<file path="config.mk">
export PLATFORM = sky130hd
export DESIGN_NAME = stat_upd_sched_flat
export DESIGN_NICKNAME = d
export VERILOG_FILES = /design/src/rtl/stat_upd_sched_if.sv /design/src/rtl/stat_upd_sched.sv /design/src/flat_wrapper.sv
export SDC_FILE = /design/constraint.sdc
export NUM_CORES = 1
export LEC_CHECK = 0
export ABC_AREA = 1
export ABC_CLOCK_PERIOD_IN_PS = 6200
export CORE_UTILIZATION = 54
export CTS_CLUSTER_DIAMETER = 40
export DETAILED_ROUTE_END_ITERATION = 8
export HOLD_SLACK_MARGIN = 0.1
export PLACE_DENSITY_LB_ADDON = 0.05
export SETUP_SLACK_MARGIN = 0.1
export SLEW_MARGIN = 30
export SYNTH_ARGS = -nofsm -noshare
export SYNTH_HDL_FRONTEND = slang
export SYNTH_SLANG_ARGS = --single-unit
</file>
<file path="constraint.sdc">
create_clock -name clk -period 6.2 [get_ports clk]
set_input_delay 0.62 -clock clk [delete_from_list [all_inputs] [get_ports clk]]
set_output_delay 0.62 -clock clk [all_outputs]
set_load 0.05 [all_outputs]
</file>
<file path="src/rtl/stat_upd_sched_if.sv">
// Stat-check job inputs, counter-RAM port and status outputs of stat_upd_sched.
interface stat_upd_sched_if #(
    parameter int CNT_W = 32,
    parameter int AW    = 11
);
    logic             tx_stat_chk;
    logic [3:0]       tx_stat_base_addr;
    logic [63:0]      tx_stat_bit;
    logic             rx_stat_chk;
    logic [3:0]       rx_stat_base_addr;
    logic [63:0]      rx_stat_bit;
    logic             clr_in;
    logic             clr_done;
    logic [AW-1:0]    ram_addr;
    logic             ram_rd;
    logic [CNT_W-1:0] ram_rdata;
    logic             ram_wr;
    logic [CNT_W-1:0] ram_wdata;
    logic             tx_drop;
    logic             rx_drop;
    logic             busy;

    modport slave (
        input  tx_stat_chk, tx_stat_base_addr, tx_stat_bit,
        input  rx_stat_chk, rx_stat_base_addr, rx_stat_bit,
        input  clr_in, ram_rdata,
        output clr_done, ram_addr, ram_rd, ram_wr, ram_wdata,
        output tx_drop, rx_drop, busy
    );

    modport master (
        output tx_stat_chk, tx_stat_base_addr, tx_stat_bit,
        output rx_stat_chk, rx_stat_base_addr, rx_stat_bit,
        output clr_in, ram_rdata,
        input  clr_done, ram_addr, ram_rd, ram_wr, ram_wdata,
        input  tx_drop, rx_drop, busy
    );
endinterface

</file>
<file path="src/rtl/stat_upd_sched.sv">
// Buffers TX/RX stat jobs, round-robins them into read-modify-write increments
// on a single-port counter RAM, and sequences the full-RAM clear sweep.
module stat_upd_sched #(
    parameter int CNT_W = 32,
    parameter int AW    = 11
) (
    input logic             clk,
    input logic             rst_n,
    stat_upd_sched_if.slave bus
);
    typedef enum logic [1:0] {IDLE, RD, WB, CLR} state_t;

    state_t           state_q;
    logic             rr_q, side_q, clr_req_q, rd_q, wr_q, clr_done_q;
    logic [3:0]       base_q;
    logic [63:0]      work_q;
    logic [AW-1:0]    addr_q;

    // Per-side job buffers: index 0 = TX, 1 = RX
    logic [1:0]       vld_q, vld_d, drop_q, drop_d, rel, chk;
    logic [1:0][3:0]  bbase_q, bbase_d, chk_base;
    logic [1:0][63:0] bmask_q, bmask_d, chk_mask;

    logic             pick, job_go, clr_fin;
    logic [63:0]      work_nxt, lsb_src;
    logic [5:0]       idx_nxt;

    function automatic logic [5:0] lsb_idx(input logic [63:0] m);
        logic [5:0] r;
        r = '0;
        for (int i = 63; i >= 0; i--)
            if (m[i]) r = 6'(i);
        return r;
    endfunction

    assign chk      = {bus.rx_stat_chk, bus.tx_stat_chk};
    assign chk_base = {bus.rx_stat_base_addr, bus.tx_stat_base_addr};
    assign chk_mask = {bus.rx_stat_bit, bus.tx_stat_bit};

    always_comb begin
        job_go   = (state_q == IDLE) && !clr_req_q && (vld_q != 2'b00);
        pick     = (vld_q == 2'b11) ? rr_q : vld_q[1];
        work_nxt = work_q & (work_q - 64'd1);
        lsb_src  = (state_q == IDLE) ? bmask_q[pick] : work_nxt;
        idx_nxt  = lsb_idx(lsb_src);
        clr_fin  = (state_q == CLR) && (addr_q == '1);
        rel      = '0;
        if (job_go && (bmask_q[pick] == '0)) rel[pick] = 1'b1;
        if ((state_q == WB) && (work_nxt == '0)) rel[side_q] = 1'b1;
    end

    // Release happens before capture so a chk in the release cycle is accepted
    always_comb begin
        vld_d   = vld_q & ~rel;
        bbase_d = bbase_q;
        bmask_d = bmask_q;
        drop_d  = clr_fin ? 2'b00 : drop_q;
        for (int s = 0; s < 2; s++) begin
            if (chk[s]) begin
                if (!vld_d[s]) begin
                    vld_d[s]   = 1'b1;
                    bbase_d[s] = chk_base[s];
                    bmask_d[s] = chk_mask[s];
                end else begin
                    drop_d[s]  = 1'b1;
                end
            end
        end
    end

    always_ff @(posedge clk) begin
        if (!rst_n) begin
            vld_q   <= '0;
            drop_q  <= '0;
            bbase_q <= '0;
            bmask_q <= '0;
        end else begin
            vld_q   <= vld_d;
            drop_q  <= drop_d;
            bbase_q <= bbase_d;
            bmask_q <= bmask_d;
        end
    end

    always_ff @(posedge clk) begin
        if (!rst_n) begin
            state_q    <= IDLE;
            rr_q       <= 1'b0;
            side_q     <= 1'b0;
            base_q     <= '0;
            work_q     <= '0;
            addr_q     <= '0;
            rd_q       <= 1'b0;
            wr_q       <= 1'b0;
            clr_done_q <= 1'b0;
            clr_req_q  <= 1'b0;
        end else begin
            rd_q       <= 1'b0;
            wr_q       <= 1'b0;
            clr_done_q <= 1'b0;
            if ((state_q == IDLE) && clr_req_q)
                clr_req_q <= 1'b0;
            else if (bus.clr_in && (state_q != CLR))
                clr_req_q <= 1'b1;
            case (state_q)
                IDLE: begin
                    if (clr_req_q) begin
                        state_q <= CLR;
                        wr_q    <= 1'b1;
                        addr_q  <= '0;
                    end else if (job_go) begin
                        if (vld_q == 2'b11) rr_q <= ~pick;
                        if (bmask_q[pick] != '0) begin
                            state_q <= RD;
                            rd_q    <= 1'b1;
                            side_q  <= pick;
                            base_q  <= bbase_q[pick];
                            work_q  <= bmask_q[pick];
                            addr_q  <= {pick, bbase_q[pick], idx_nxt};
                        end
                    end
                end
                RD: begin
                    state_q <= WB;
                    wr_q    <= 1'b1;
                end
                WB: begin
                    work_q <= work_nxt;
                    if (work_nxt == '0) begin
                        state_q <= IDLE;
                    end else begin
                        state_q <= RD;
                        rd_q    <= 1'b1;
                        addr_q  <= {side_q, base_q, idx_nxt};
                    end
                end
                CLR: begin
                    if (clr_fin) begin
                        state_q    <= IDLE;
                        clr_done_q <= 1'b1;
                    end else begin
                        wr_q   <= 1'b1;
                        addr_q <= addr_q + {{(AW-1){1'b0}}, 1'b1};
                    end
                end
                default: state_q <= IDLE;
            endcase
        end
    end

    assign bus.ram_addr  = addr_q;
    assign bus.ram_rd    = rd_q;
    assign bus.ram_wr    = wr_q;
    assign bus.ram_wdata = (state_q == WB) ? bus.ram_rdata + {{(CNT_W-1){1'b0}}, 1'b1} : '0;
    assign bus.clr_done  = clr_done_q;
    assign bus.tx_drop   = drop_q[0];
    assign bus.rx_drop   = drop_q[1];
    assign bus.busy      = (state_q != IDLE) || (vld_q != 2'b00) || clr_req_q;
endmodule

</file>
<file path="src/flat_wrapper.sv">
// flat-port wrapper written by rule: the top's interface ports become plain ports
module stat_upd_sched_flat 
#(
    parameter int CNT_W = 32,
    parameter int AW    = 11
)
  (clk, rst_n, bus_tx_stat_chk, bus_tx_stat_base_addr, bus_tx_stat_bit, bus_rx_stat_chk, bus_rx_stat_base_addr, bus_rx_stat_bit, bus_clr_in, bus_ram_rdata, bus_clr_done, bus_ram_addr, bus_ram_rd, bus_ram_wr, bus_ram_wdata, bus_tx_drop, bus_rx_drop, bus_busy);
  stat_upd_sched_if #(.CNT_W(CNT_W), .AW(AW)) bus_i ();
  input logic clk;
  input logic rst_n;
  input wire logic [$bits(bus_i.tx_stat_chk)-1:0] bus_tx_stat_chk;
  input wire logic [$bits(bus_i.tx_stat_base_addr)-1:0] bus_tx_stat_base_addr;
  input wire logic [$bits(bus_i.tx_stat_bit)-1:0] bus_tx_stat_bit;
  input wire logic [$bits(bus_i.rx_stat_chk)-1:0] bus_rx_stat_chk;
  input wire logic [$bits(bus_i.rx_stat_base_addr)-1:0] bus_rx_stat_base_addr;
  input wire logic [$bits(bus_i.rx_stat_bit)-1:0] bus_rx_stat_bit;
  input wire logic [$bits(bus_i.clr_in)-1:0] bus_clr_in;
  input wire logic [$bits(bus_i.ram_rdata)-1:0] bus_ram_rdata;
  output wire logic [$bits(bus_i.clr_done)-1:0] bus_clr_done;
  output wire logic [$bits(bus_i.ram_addr)-1:0] bus_ram_addr;
  output wire logic [$bits(bus_i.ram_rd)-1:0] bus_ram_rd;
  output wire logic [$bits(bus_i.ram_wr)-1:0] bus_ram_wr;
  output wire logic [$bits(bus_i.ram_wdata)-1:0] bus_ram_wdata;
  output wire logic [$bits(bus_i.tx_drop)-1:0] bus_tx_drop;
  output wire logic [$bits(bus_i.rx_drop)-1:0] bus_rx_drop;
  output wire logic [$bits(bus_i.busy)-1:0] bus_busy;
  assign bus_i.tx_stat_chk = bus_tx_stat_chk;
  assign bus_i.tx_stat_base_addr = bus_tx_stat_base_addr;
  assign bus_i.tx_stat_bit = bus_tx_stat_bit;
  assign bus_i.rx_stat_chk = bus_rx_stat_chk;
  assign bus_i.rx_stat_base_addr = bus_rx_stat_base_addr;
  assign bus_i.rx_stat_bit = bus_rx_stat_bit;
  assign bus_i.clr_in = bus_clr_in;
  assign bus_i.ram_rdata = bus_ram_rdata;
  assign bus_clr_done = bus_i.clr_done;
  assign bus_ram_addr = bus_i.ram_addr;
  assign bus_ram_rd = bus_i.ram_rd;
  assign bus_ram_wr = bus_i.ram_wr;
  assign bus_ram_wdata = bus_i.ram_wdata;
  assign bus_tx_drop = bus_i.tx_drop;
  assign bus_rx_drop = bus_i.rx_drop;
  assign bus_busy = bus_i.busy;
  stat_upd_sched #(.CNT_W(CNT_W), .AW(AW)) u_core (.clk(clk), .rst_n(rst_n), .bus(bus_i));
endmodule
</file>
==> metrics, run 1 <==
status=finished, final reports clean; CTS Hold Buffers Added=0; vias in the first global route=13400; most used cell along the critical path=nor2_1; worst-path fanout max=4; Clk Latency, worst-skew pair=0.52 ns; worst-margin pin slew=0.865 ns; Synth area leaders=dfxtp_1, nor2_1, o21ai_0; Critical Path Stages=28; number of port buffers=221; Die Width=158 um; Cell Pwr Density=343 nW/um2; layout cells sized above 1=7.37%; grt total ovfl=0; root buf cell=clkbuf_16; HPWL after DPL=27600 um; post-route antenna net violation count=0; CP arrival=4.92 ns; clock sink count=227; Crit-path slowest cell=clkdlybuf4s50_1; fillcell total=2125; CTS tree=yes; Die Ht=158 um; Sequential Power Share=31.4%; Clk pwr share=35.9%; cell area after layout=16600 um2; Layout Skew=0.0174 ns; share of flip-flops with an asynchronous set or reset=0%; CP bufs+invs=5; Setup violations, final=0; GP Congestion=0.935; io pins=222; Hold Path Class=flip-flop to flip-flop; CTS Buffer Depth=3; antenna violations before repair=0; Cells after Synth=2044; Static Leak=0.00732 uW; Syn Area/Cell=6.40 um2; core region area=23600 um2; Reg2Reg Depth=70; Worst Path Required=5.58 ns; YS warnings=0; reg-to-reg critical path endpoint=u_core.bus.ram_addr[0]; maximum VDD drop=200 uV; ys flop type=dfxtp_1; type of the setup path with the least slack=primary input to primary output; Routed WL=40000 um; Post-DP Area=15400 um2; First DRT Iteration DRCs=1072; # diodes=0; Residual DRC=0; CP max stage delay=0.83 ns; FP Rows=56; crit end category=primary output; area leader, netlist=dfxtp_1; Initial Utilization=55.4%; post-synthesis sequential area ratio=34.7%; CP startpoint kind=primary input; largest net degree at the start of global routing=128; Total Nets Final=2385; HP Start=u_core.bbase_q[2]; post-layout min period=5.54 ns; P_int=3540 uW; Sw Pwr=2160 uW; clock transition at the registers of the reported paths=0.05 ns; Max-Cap Viols=0; Die ar.=24900 um2; Fmax achieved=180 MHz; DRT Pass-1 Iters=5; RSZ-0062 raised after global routing=false; syn nets=2219; Critical Path Source=bus_ram_rdata[0]; Reg2Reg Setup Slack=1.03 ns; first-pass GRT wire length=64000 um; EDFF count, synth=0; vias per inst=5.56; area grow syn2layout=26.8%; TNS Setup=0 ns; CTS buffer count=36; switching share of power=37.9%; flops & latches, synth=227; total number of vias=14200; area of the mapped netlist=13100 um2; H-tree depth=2; overall power=5700 uW; synth unique cells=49; Synth top area share=34.7%; post-route clock period utilization=89.4%; Routed wire per std cell=15.6 um; max-slew violation count=0; final hold violations=0; Slew headroom=41.8%; crit path to=bus_ram_wdata[31]; top post-synthesis cells by count=nor2_1, nand2_1, o21ai_0; Crit path max-delay family=simple AND/OR/NAND/NOR gates; top-count cell post-synth=nor2_1; Logic pwr share=32.8%; worst r2r src=u_core.work_q[0]; total track usage=32.0%
power by group through the flow:
stage               Clock (uW)  Combinational (uW)  Sequential [uW]
floorplan                    0                1310             1830
global placement             0                1810             1810
detailed placement           0                1840             1810
CTS                       2060                1850             1780
global route              2130                2100             1810
finish                    2040                1870             1790
kinds of logic after synthesis:
kind of cell             after synthesis  synth area share, %
AO/OA/AOI/OAI                        446                 19.9
XOR/XNOR                               1               0.0669
adder cells (fa/ha/maj)                2                0.191
buffers and inverters                277                 8.71
flip-flops                           227                 34.7
multiplexers                          27                 2.06
AND/OR/NAND/NOR                     1064                 34.4
per-stage QoR:
stage          util, %  worst slack [ns]  instances  hold slack [ns]
6_report          70.3             0.660       2557            0.463
3_5_place_dp      65.0             0.434       2491            0.455
5_1_grt           70.3             0.117       2557            0.479
4_1_cts           70.2             0.424       2557            0.463
3_3_place_gp      65.0             0.566       2491            0.442
2_1_floorplan        -              1.37       2044            0.425
state kept, by name, indices dropped and copies added, names as in the netlist:
name                 count
u_core.bus.clr_done      1
u_core.drop_q            2
u_core.bus.ram_rd        1
u_core.vld_q             2
u_core.side_q            1
u_core.bmask_q         128
u_core.base_q            4
u_core.clr_req_q         1
u_core.bus.ram_addr     11
u_core.bbase_q           8
u_core.rr_q              1
u_core.work_q           64
u_core.bus.ram_wr        1
u_core.state_q           2
worst register-to-register path: cells and delay by family (launching register included):
kind	cells	cell delay (ns)
buffers and inverters	1	0.07
AO/OA/AOI/OAI	3	0.34
AND/OR/NAND/NOR	66	4.34
flip-flops	1	0.34
final cells by class:
type                       count  area, um2  share of cell area, %
multi-input combinational   1540       7420                   44.7
sequential                   227       4540                   27.4
timing repair buffer         238       2370                   14.3
clock buffer                  45        997                   6.01
inverter                     167        627                   3.78
tap                          319        399                   2.41
clock inverter                21        233                   1.40
repair_timing:
action / CTS / global route
endpoints found under the setup margin: 0 / 2
setup buffers: 0 / 0
resized for setup: 0 / 2
how the worst min path moves through the flow:
| stage | to | slack, ns | cells past startpoint |
|---|---|---|---|
| 2_1_floorplan | u_core.bbase_q[7] | 0.42 | 2 |
| 6_report | u_core.bbase_q[2] | 0.46 | 2 |
| 4_1_cts | u_core.bbase_q[2] | 0.46 | 2 |
| 5_1_grt | u_core.bbase_q[2] | 0.48 | 2 |
| 3_3_place_gp | u_core.bbase_q[0] | 0.44 | 2 |
| 3_5_place_dp | u_core.bbase_q[2] | 0.46 | 2 |
per-layer routing:
layer  routed length [um]  up-vias  part of all wire [%]  track usage (%)
li1                     -     7144                     -                -
met1                16500     6530                    41             37.1
met2                19800      445                    49             58.1
met3                 2480       88                   6.2             5.50
met4                 1220        0                   3.0             13.0
met5                    0        -                     0                0
layout by cell type, fill, tap and decap left out, types with 3 or more instances in the layout:
cell type | synthesis | routed
o31ai_1 | 6 | 6
nor2_4 | 8 | 9
a221oi_1 | 3 | 3
buf_4 | 2 | 15
inv_2 | 4 | 7
clkinvlp_4 | 0 | 5
nand3_1 | 21 | 21
o21ai_2 | 8 | 8
a21oi_1 | 48 | 48
inv_6 | 0 | 5
nand2_2 | 8 | 12
a31oi_1 | 7 | 7
dfxtp_1 | 227 | 227
nor2_2 | 8 | 8
clkbuf_16 | 0 | 38
inv_1 | 163 | 160
mux2i_1 | 27 | 27
clkdlybuf4s50_1 | 0 | 218
nand2_1 | 346 | 342
a2111oi_0 | 57 | 57
o21ai_0 | 280 | 280
nand4_1 | 28 | 28
inv_8 | 0 | 5
nor2_1 | 494 | 493
or2_2 | 36 | 36
a311oi_1 | 9 | 9
o211ai_1 | 3 | 3
clkbuf_1 | 88 | 5
o21ai_1 | 7 | 7
nor4_1 | 22 | 22
nor3b_1 | 3 | 3
a211oi_1 | 8 | 8
nor3_1 | 80 | 80
No activity file was read; power rests on OpenSTA's default activity.
==> inputs of run 2 (changes only) <==
--- a/config.mk
+++ b/config.mk
@@ -7,6 +7,7 @@
 export LEC_CHECK = 0
 export ABC_AREA = 1
 export ABC_CLOCK_PERIOD_IN_PS = 6200
+export CAP_MARGIN = 20
 export CORE_UTILIZATION = 54
 export CTS_CLUSTER_DIAMETER = 40
 export DETAILED_ROUTE_END_ITERATION = 8
==> constraint.sdc (replaced) <==
create_clock -name clk -period 6.2 [get_ports clk]
set_input_delay 1.24 -clock clk [delete_from_list [all_inputs] [get_ports clk]]
set_output_delay 1.24 -clock clk [all_outputs]
set_load 0.05 [all_outputs]
==> run 2 against run 1 <==
Net effect:
- global-route usage is 0.21 points higher
- power shrank 1.1%
- final cell count rose by 0.59%
- setup slack got worse by 0.40 ns
- via count rose by 2.1%
- sequential share of layout area is 0.50 points lower
- utilization grew 1.3 points
- first-iteration DRC count up 3.3%
- clock skew increased by 0.0035 ns
- register-to-register slack worse by 0.15 ns
- largest power group unchanged
==> metrics, run 2 (synthesis results as in run 1) <==
status=finished, final reports clean; CTS tree=yes; Slew headroom=47.8% (+6.0 points); CP arrival=4.71 ns (-0.21 ns); grt total ovfl=0 (unchanged); number of port buffers=221 (unchanged); Cell Pwr Density=333 nW/um2 (-2.9%); overall power=5640 uW (-1.1%); crit end category=primary output; area grow syn2layout=29.1%; GP Congestion=0.918 (-1.8%); total number of vias=14500 (+2.1%); CTS buffer count=34 (-5.6%); Routed WL=40600 um (+1.5%); clock sink count=227 (unchanged); Largest register FFs=128 (unchanged); post-route antenna net violation count=0 (unchanged); H-tree depth=2 (unchanged); DRT Pass-1 Iters=6 (+1); worst-margin pin slew=0.783 ns (-0.0818 ns); io pins=222 (unchanged); HP Start=u_core.bbase_q[0]; Residual DRC=0 (unchanged); antenna violations before repair=0 (unchanged); CTS Buffer Depth=3 (unchanged); largest net degree at the start of global routing=103 (-20%); Final Non-Filler Cells=2572 (+0.59%); post-route clock period utilization=95.9% (+6.5 points); clock transition at the registers of the reported paths=0.06 ns (about the same); worst hold margin=0.457 ns (-0.00573 ns); post-layout min period=5.95 ns (+0.405 ns); cell area after layout=16900 um2 (+1.9%); root buf cell=clkbuf_16; HPWL after DPL=28000 um (+1.5%); Setup violations, final=0 (unchanged); Hold Path Class=flip-flop to flip-flop; worst-path fanout max=4 (unchanged); max-slew violation count=0 (unchanged); CP startpoint kind=primary input; fillcell total=2061 (-3.0%); Die Ht=158 um (unchanged); Clk Latency, worst-skew pair=0.51 ns (about the same); RSZ-0062 raised after global routing=false; CTS Hold Buffers Added=0 (unchanged); worst r2r src=u_core.vld_q[0]; type of the setup path with the least slack=primary input to primary output; Max-Cap Viols=0 (unchanged); multi-input logic area=7590 um2 (+2.3%); Post-DP Area=15500 um2 (+0.65%); maximum VDD drop=213 uV (+6.6%); Total Nets Final=2403 (+0.75%); Die ar.=24900 um2 (unchanged); total track usage=32.3% (+0.21 points); commonest non-fill, non-tap cell in the layout=nor2_1; Static Leak=0.00742 uW (+1.3%); final hold violations=0 (unchanged); post-place setup slack=-0.154 ns (-0.588 ns); vias in the first global route=13600 (+1.1%); Routed wire per std cell=15.8 um (+0.88%); post-placement cell count=2498 (+0.28%); vias per inst=5.64 (+1.5%); Worst Path Required=4.96 ns (-0.62 ns); Layout Skew=0.0210 ns (+0.00355 ns); Initial Utilization=55.4% (unchanged); first-pass GRT wire length=64600 um (+0.97%); FP Rows=56 (unchanged); First DRT Iteration DRCs=1107 (+3.3%); layout cells sized above 1=10.5% (+3.1 points); FF/Latch Area=4540 um2 (unchanged); Critical Path Source=bus_ram_rdata[3]; Die Width=158 um (unchanged); Fmax achieved=168 MHz (-6.8%); Largest Register=u_core.bmask_q; most frequent cells in the layout=nor2_1, nand2_1, o21ai_0, dfxtp_1, clkdlybuf4s50_1; # diodes=0 (unchanged); setup ws final=0.255 ns (-0.405 ns); core region area=23600 um2 (unchanged)
run 2: cell type report:
cell class	count	share of cell area, %
multi-input combinational	1540	44.9
sequential	227	26.9
timing repair buffer	258	15.2
clock buffer	39	5.39
inverter	167	3.71
tap	319	2.36
clock inverter	22	1.52
run 2: metrics by stage:
step                      util [%]  TNS, ns
after floorplan                  -        0
after global placement        65.5        0
after detailed placement      65.5   -0.275
after CTS                     70.7        0
after global routing          71.6        0
final                         71.6        0
run 2: worst max-delay path, cell delays in order:
cell             delay (ns)
clkdlybuf4s50_1        0.48
inv_2                  0.06
nor2_2                 0.07
nand2_1                0.05
inv_1                  0.08
nand2_2                0.08
nor2_4                 0.12
nand2_2                0.06
nor2_2                 0.16
nand3_2                0.13
nor2_4                 0.14
nand2_2                0.08
nor2_4                 0.13
nand3_1                0.07
inv_1                  0.08
nand4_1                0.11
nor2_1                 0.16
nand2_1                0.06
nor2_1                 0.13
nand3_1                0.10
inv_2                  0.08
nand2_1                0.06
nor2_2                 0.14
nand2_2                0.10
nor2_4                 0.19
a31oi_4                0.11
nor3b_4                0.23
clkbuf_16              0.20
run 2: per-layer routing:
layer | part of all wire (%) | track usage (%) | vias up
met5 | 0 | 0 | -
met4 | 3.2 | 12.7 | 0
met3 | 6.0 | 4.93 | 110
met2 | 50 | 58.4 | 503
met1 | 41 | 37.9 | 6705
li1 | - | - | 7186
run 2: path summary, 6_finish.rpt:
path	depth (start not counted)	slack, ns	endpoint
worst min register to register	2	0.46	u_core.bbase_q[0]
worst min-delay path	2	0.46	u_core.bbase_q[0]
worst max register to register	70	0.88	u_core.bus.ram_addr[0]
worst max-delay path	28	0.25	bus_ram_wdata[31]
run 2: power by group:
group          total, uW  leakage, uW  internal [uW]  switching, uW
clock network       1960     0.000569           1210            749
logic               1890      0.00497            653           1240
registers           1790      0.00188           1640            149
total               5640      0.00742           3500           2140
run 2: what timing repair did:
item | in CTS | in global routing
cloned | 0 | 0
gates resized for setup | 14 | 42
pin swaps | 15 | 25
setup buffers | 5 | 7
setup endpoints to repair | 4 | 8
==> inputs of run 3 (changes only) <==
--- a/config.mk
+++ b/config.mk
@@ -8,6 +8,7 @@
 export ABC_AREA = 1
 export ABC_CLOCK_PERIOD_IN_PS = 6200
 export CAP_MARGIN = 20
+export CORE_MARGIN = 1
 export CORE_UTILIZATION = 54
 export CTS_CLUSTER_DIAMETER = 40
 export DETAILED_ROUTE_END_ITERATION = 8
==> results of run 3 <==
The final DEF is identical to that of run 2; final timing and power are the same.
